==> src/rtl/spirose_pkg.sv <==
// spirose_pkg: shared types and constants for the column-multiplexing path.
//   mux_state_t   - sequencer FSM states (IDLE, WAIT_SYNC, DEAD, ON)
//   MUX_N_LINES   - number of LED gate lines driven from gpio_0
//   MUX_DEAD_TIME - clock_66 cycles with every line off between two lines
package spirose_pkg;

    typedef enum logic [1:0] {
        IDLE      = 2'd0,
        WAIT_SYNC = 2'd1,
        DEAD      = 2'd2,
        ON        = 2'd3
    } mux_state_t;

    localparam int MUX_N_LINES   = 8;
    localparam int MUX_DEAD_TIME = 4;

endpackage

==> src/rtl/mux_sequencer_if.sv <==
// mux_sequencer_if: control inputs and line outputs of the mux sequencer.
//   enable        - level, low forces all lines off and the sequencer to IDLE
//   column_ready  - rising edge = new column latched by driver_controller
//   position_sync - rising edge = start of revolution, realign to line 0
//   mux_out       - one-hot line enable (or all zero)
//   line_idx      - index of the current or next line
//   frame_start   - one-cycle pulse when line 0 turns on
//   overrun       - sticky, a column edge arrived during dead time
// Handshake semantics: there is no valid/ready pair. The master raises
// column_ready / position_sync as levels from the phase-locked clock_33
// domain; only their rising edges carry meaning and each edge is consumed
// exactly once by the slave. Outputs are registered and carry no handshake.
interface mux_sequencer_if #(
    parameter int N_LINES = spirose_pkg::MUX_N_LINES
);
    localparam int IDX_W = $clog2(N_LINES);

    logic               enable;
    logic               column_ready;
    logic               position_sync;
    logic [N_LINES-1:0] mux_out;
    logic [IDX_W-1:0]   line_idx;
    logic               frame_start;
    logic               overrun;

    modport master (
        output enable, column_ready, position_sync,
        input  mux_out, line_idx, frame_start, overrun
    );

    modport slave (
        input  enable, column_ready, position_sync,
        output mux_out, line_idx, frame_start, overrun
    );

endinterface

==> src/rtl/mux_sequencer_rise_detect.sv <==
// rise_detect: registered copy of a level plus AND-NOT, giving a one-cycle
// rise pulse. The copy resets to 0 so a level held high through reset
// produces no pulse.
//   clock_66 - clock
//   nrst     - asynchronous active-low reset
//   din      - level input (phase-locked source, no synchroniser needed)
//   rise     - din & ~previous din
module rise_detect (
    input  logic clock_66,
    input  logic nrst,
    input  logic din,
    output logic rise
);

    logic din_q;

    always_ff @(posedge clock_66 or negedge nrst) begin
        if (!nrst) begin
            din_q <= 1'b0;
        end else begin
            din_q <= din;
        end
    end

    assign rise = din & ~din_q;

endmodule

==> src/rtl/mux_sequencer.sv <==
// mux_sequencer: column-multiplexing sequencer for the LED gate lines.
// Each column_ready edge blanks all lines for DEAD_TIME cycles and then
// enables the next line; position_sync realigns the sequence to line 0.
//   clock_66  - clock
//   nrst      - asynchronous active-low reset
//   bus       - mux_sequencer_if slave (enable, edges in; line outputs out)
//   state_dbg - current FSM state, for observation only
module mux_sequencer
    import spirose_pkg::*;
#(
    parameter int N_LINES   = MUX_N_LINES,
    parameter int DEAD_TIME = MUX_DEAD_TIME
) (
    input  logic             clock_66,
    input  logic             nrst,
    mux_sequencer_if.slave   bus,
    output mux_state_t       state_dbg
);

    localparam int IDX_W = $clog2(N_LINES);
    localparam int CNT_W = $clog2(DEAD_TIME + 1);
    localparam logic [IDX_W-1:0]   LAST_IDX = IDX_W'(N_LINES - 1);
    localparam logic [CNT_W-1:0]   RELOAD   = CNT_W'(DEAD_TIME - 1);
    localparam logic [N_LINES-1:0] LINE0    = N_LINES'(1);

    logic cr_edge;
    logic ps_edge;

    rise_detect u_cr_rise (
        .clock_66 (clock_66),
        .nrst     (nrst),
        .din      (bus.column_ready),
        .rise     (cr_edge)
    );

    rise_detect u_ps_rise (
        .clock_66 (clock_66),
        .nrst     (nrst),
        .din      (bus.position_sync),
        .rise     (ps_edge)
    );

    mux_state_t         state, state_n;
    logic [CNT_W-1:0]   cnt, cnt_n;
    logic [IDX_W-1:0]   idx, idx_n;
    logic [N_LINES-1:0] mux_q, mux_n;
    logic               frame_q, frame_n;
    logic               ov_q, ov_n;

    always_ff @(posedge clock_66 or negedge nrst) begin
        if (!nrst) begin
            state   <= IDLE;
            cnt     <= '0;
            idx     <= '0;
            mux_q   <= '0;
            frame_q <= 1'b0;
            ov_q    <= 1'b0;
        end else begin
            state   <= state_n;
            cnt     <= cnt_n;
            idx     <= idx_n;
            mux_q   <= mux_n;
            frame_q <= frame_n;
            ov_q    <= ov_n;
        end
    end

    // mux_out is computed one cycle ahead and registered, so the line
    // pattern changes only on clock edges and is always one-hot or zero.
    always_comb begin
        state_n = state;
        cnt_n   = cnt;
        idx_n   = idx;
        mux_n   = mux_q;
        frame_n = 1'b0;
        ov_n    = ov_q;

        if (!bus.enable) begin
            state_n = IDLE;
            cnt_n   = '0;
            idx_n   = '0;
            mux_n   = '0;
            ov_n    = 1'b0;
        end else begin
            case (state)
                IDLE: begin
                    mux_n   = '0;
                    state_n = WAIT_SYNC;
                end
                WAIT_SYNC: begin
                    mux_n = '0;
                    if (ps_edge) begin
                        idx_n   = '0;
                        cnt_n   = RELOAD;
                        state_n = DEAD;
                    end
                end
                DEAD: begin
                    mux_n = '0;
                    if (ps_edge) begin
                        // Resync restarts the blanking window on line 0.
                        idx_n = '0;
                        cnt_n = RELOAD;
                    end else begin
                        // A column edge here is flagged but never advances
                        // the index a second time.
                        if (cr_edge) begin
                            ov_n = 1'b1;
                        end
                        if (cnt == '0) begin
                            state_n = ON;
                            mux_n   = LINE0 << idx;
                            frame_n = (idx == '0);
                        end else begin
                            cnt_n = cnt - 1'b1;
                        end
                    end
                end
                ON: begin
                    if (ps_edge) begin
                        idx_n   = '0;
                        cnt_n   = RELOAD;
                        mux_n   = '0;
                        state_n = DEAD;
                    end else if (cr_edge) begin
                        idx_n   = (idx == LAST_IDX) ? '0 : idx + 1'b1;
                        cnt_n   = RELOAD;
                        mux_n   = '0;
                        state_n = DEAD;
                    end
                end
                default: begin
                    state_n = IDLE;
                    mux_n   = '0;
                end
            endcase
        end
    end

    assign bus.mux_out     = mux_q;
    assign bus.line_idx    = idx;
    assign bus.frame_start = frame_q;
    assign bus.overrun     = ov_q;
    assign state_dbg       = state;

endmodule

==> src/flat_wrapper.sv <==
// flat-port wrapper written by rule: the top's interface ports become plain ports
module mux_sequencer_flat import spirose_pkg::*;
#(
    parameter int N_LINES   = MUX_N_LINES,
    parameter int DEAD_TIME = MUX_DEAD_TIME
)
  (clock_66, nrst, state_dbg, bus_enable, bus_column_ready, bus_position_sync, bus_mux_out, bus_line_idx, bus_frame_start, bus_overrun);
  mux_sequencer_if #(.N_LINES(N_LINES)) bus_i ();
  input  logic clock_66;
  input  logic nrst;
  output mux_state_t state_dbg;
  input wire logic [$bits(bus_i.enable)-1:0] bus_enable;
  input wire logic [$bits(bus_i.column_ready)-1:0] bus_column_ready;
  input wire logic [$bits(bus_i.position_sync)-1:0] bus_position_sync;
  output wire logic [$bits(bus_i.mux_out)-1:0] bus_mux_out;
  output wire logic [$bits(bus_i.line_idx)-1:0] bus_line_idx;
  output wire logic [$bits(bus_i.frame_start)-1:0] bus_frame_start;
  output wire logic [$bits(bus_i.overrun)-1:0] bus_overrun;
  assign bus_i.enable = bus_enable;
  assign bus_i.column_ready = bus_column_ready;
  assign bus_i.position_sync = bus_position_sync;
  assign bus_mux_out = bus_i.mux_out;
  assign bus_line_idx = bus_i.line_idx;
  assign bus_frame_start = bus_i.frame_start;
  assign bus_overrun = bus_i.overrun;
  mux_sequencer #(.N_LINES(N_LINES), .DEAD_TIME(DEAD_TIME)) u_core (.clock_66(clock_66), .nrst(nrst), .bus(bus_i), .state_dbg(state_dbg));
endmodule
==> config.mk <==
export PLATFORM = sky130hd
export DESIGN_NAME = mux_sequencer_flat
export DESIGN_NICKNAME = d
export VERILOG_FILES = /design/src/rtl/spirose_pkg.sv /design/src/rtl/mux_sequencer_if.sv /design/src/rtl/mux_sequencer_rise_detect.sv /design/src/rtl/mux_sequencer.sv /design/src/flat_wrapper.sv
export SDC_FILE = /design/constraint.sdc
export NUM_CORES = 1
export LEC_CHECK = 0
export CAP_MARGIN = 20
export CORE_MARGIN = 2
export CORE_UTILIZATION = 57
export CTS_BUF_LIST = sky130_fd_sc_hd__clkbuf_2 sky130_fd_sc_hd__clkbuf_4 sky130_fd_sc_hd__clkbuf_8
export CTS_CLUSTER_DIAMETER = 50
export CTS_CLUSTER_SIZE = 20
export DETAILED_ROUTE_END_ITERATION = 8
export HOLD_SLACK_MARGIN = 0.08
export PLACE_DENSITY = 0.95
export SYNTH_ARGS = -nofsm -noshare
export SYNTH_HDL_FRONTEND = slang
export SYNTH_SLANG_ARGS = --single-unit
==> constraint.sdc <==
create_clock -name clock_66 -period 2.6 [get_ports clock_66]
set_input_delay 0.52 -clock clock_66 [delete_from_list [all_inputs] [get_ports clock_66]]
set_output_delay 0.52 -clock clock_66 [all_outputs]
set_load 0.02 [all_outputs]
==> results.cfg <==
[clocking]
htreeDepth = 1
postCtsSetupBuffers = 0
clkSinkCount = 20
cts_resized = 0
clk_path_buf_depth = 2
clock_tree.root_cell = clkbuf_4
insertion_delay_ns = 0.31
path_clk_slew_ns = 0.13
holdBufCountCts = 0
cts_made_buffers = 3
cts_tree = done

[yosys]
synth_top_cell_area_share_pct = 46.1
yosys.area.top_type = dfrtp_1
yosysSeqAreaShare_pct = 46.1
synth_cell_type_count = 30
synth_top_family_by_area = simple AND/OR/NAND/NOR gates
synth_area_sq_mm = 0.00109
avgSynthCellArea_sq_um = 10.9
synth_compound_area_share_pct = 8.64
synth-xor-area-share_pct = 0
synth-async-reset-ratio_pct = 100
synth_mux_area_share_pct = 8.99
synth_edf_count = 0
synth_cells = 100
synthFlopType = dfrtp_1
synth_area_leaders = dfrtp_1, ha_1, nand2_1
ys_ff_latch = 20
synthAdderAreaFrac_pct = 15.0
yosys_warnings = 0
yosys.area_share.simple_pct = 16.0
syn-num-nets = 118

[place]
placed_area_sq_mm = 0.00131
portBuffers = 19
routabilityCongestion = 0.911
hpwl_um = 1810
dp.cells = 144

[die]
io_pins = 20
initial_core_util_pct = 61.6
fp.dieH_um = 47.7
die-width_um = 47.7
num_rows = 15
die_area_sq_mm = 0.00227
core_area_sq_mm = 0.00176

[sta]
tns_ns = 0
fin_crit_sh_pct = 74.9
relSlewSlack_pct = 66.6
clock_skew_ns = 0.00941
hold_viol = 0
worstMarginPinSlew_ns = 0.497
maxSlewViolCount = 0
min_period_ns = 1.95
setup_viol = 0
rsz0062_at_grt = no
fmax_ghz = 0.513

[route]
first_pass_iters = 4
drt_iter0_drc = 27
vias_per_cell = 5.51
wl_per_cell_um = 15.5
ant_nets = 0
wirelength_um = 2290
vias = 816
drc = 0

[setup_path]
cp.required_ns = 2.80
crit_arrival_ns = 2.15
crit_path_max_fanout = 6
critPathLaunchType = primary input
end_kind = register
crit_type = in2reg

[layout]
design_area_sq_mm = 0.00136
layoutNonFillerInstCount = 148
area_growth_pct = 25.3
nets = 142
antenna_cells = 0
drive_above_1_share_pct = 13.8

[global_routing]
antenna_found_initial = 0
first_global_vias = 793
grtUsageTotal_pct = 24.2
grt_max_degree = 21
gr-total-overflow = 0
grt_first_pass_wirelength_um = 3660

[status]
status = finished, final reports clean

[run]
drv_cap = 0

[power_and_ir_drop]
ir_drop_v = 0.000806
p_per_area_mw_per_mm2 = 759
leakagePower_nw = 0.631

[min_path]
min_path_type = reg2reg
## worst paths after layout
kind / from / end / slack (ns) / depth (start not counted)
worst min register to register: u_core.bus.mux_out[6]$_DFFE_PN0P_ / u_core.bus.mux_out[6]$_DFFE_PN0P_ / 0.50 / 2
worst max register to register: u_core.state_dbg[1]$_DFFE_PN0P_ / u_core.cnt[2]$_DFFE_PN0P_ / 0.74 / 5
worst max-delay path: bus_enable / u_core.cnt[2]$_DFFE_PN0P_ / 0.65 / 5
max in group asynchronous: nrst / u_core.cnt[2]$_DFFE_PN0P_ / 1.86 / 2
min in group asynchronous: nrst / u_core.bus.line_idx[0]$_DFFE_PN0P_ / 0.52 / 2
worst min-delay path: u_core.bus.mux_out[6]$_DFFE_PN0P_ / u_core.bus.mux_out[6]$_DFFE_PN0P_ / 0.50 / 2
## through the flow
stage / hold WS [ns] / total power, mW / utilization (%) / worst slack [ns]
floorplan: 0.224 / 0.647 / - / 0.719
global placement: 0.463 / 0.742 / 74.2 / 0.365
detailed placement: 0.470 / 0.771 / 74.2 / 0.309
CTS: 0.498 / 1.03 / 77.2 / 0.649
global route: 0.532 / 1.08 / 77.2 / 0.611
finish: 0.496 / 1.03 / 77.2 / 0.652
## metal layers
layer | vias to the layer above | part of all wire [%] | GRT usage, %
li1 | 390 | - | -
met1 | 395 | 42 | 30.0
met2 | 26 | 51 | 41.6
met3 | 5 | 5.3 | 3.77
met4 | 0 | 1.8 | 10.8
met5 | - | 0 | 0
## critical path: stages
cell and delay (ns):
clkdlybuf4s50_1 0.55, nand2_1 0.10, or3_1 0.48, nand4_2 0.17, mux2_1 0.33
## power by group
part / switching (mW) / internal (mW)
clock network: 0.106 / 0.156
registers: 0.0347 / 0.350
logic: 0.210 / 0.177
total: 0.350 / 0.683
## Yosys cell counts (all sizes together), types with 3 or more instances
master,count
dfrtp,20
o21ai,7
buf,3
inv,9
mux2i,3
nor3,3
nor2,4
a31oi,3
ha,13
nand2,10
mux2,6
## state kept, by name (all words and copies together), names as in the netlist
| name | count |
|---|---|
| u_core.u_cr_rise.din_q | 1 |
| u_core.bus.frame_start | 1 |
| u_core.bus.line_idx | 3 |
| u_core.cnt | 3 |
| u_core.u_ps_rise.din_q | 1 |
| u_core.bus.overrun | 1 |
| u_core.bus.mux_out | 8 |
| u_core.state_dbg | 2 |
## logic make-up after synthesis
family	after synthesis
AND/OR/NAND/NOR	31
flip-flops	20
AO/OA/AOI/OAI	15
adder cells (fa/ha/maj)	13
buffers and inverters	12
multiplexers	9
## placed cells by master, fill, tap and decap left out, drive strengths merged
master,Yosys,final
dfrtp,20,20
clkdlybuf4s50,0,19
ha,13,13
nand2,10,10
inv,9,9
o21ai,7,7
mux2,6,6
nor2,4,4
a31oi,3,3
mux2i,3,3
clkbuf,0,3
buf,3,3
nor3,3,3
nand2b,2,2
nor2b,2,2
nand3,2,2
a21oi,2,2
a22o,2,2
nand4,2,2
nor3b,1,1
or3,1,1
or4,1,1
a311oi,1,1
or3b,1,1
or2,1,1
or2b,1,1
bufinv,0,1
## final cells by class
| cell class | count | area, sq um |
|---|---|---|
| Multi-Input combinational cell | 68 | 528 |
| Sequential cell | 20 | 500 |
| Fill cell | 124 | 403 |
| Timing Repair Buffer | 22 | 213 |
| Inverter | 9 | 36.3 |
| Tap cell | 25 | 31.3 |
| Clock inverter | 1 | 30.0 |
| Clock buffer | 3 | 22.5 |
Power figures use the tool's default switching activity.
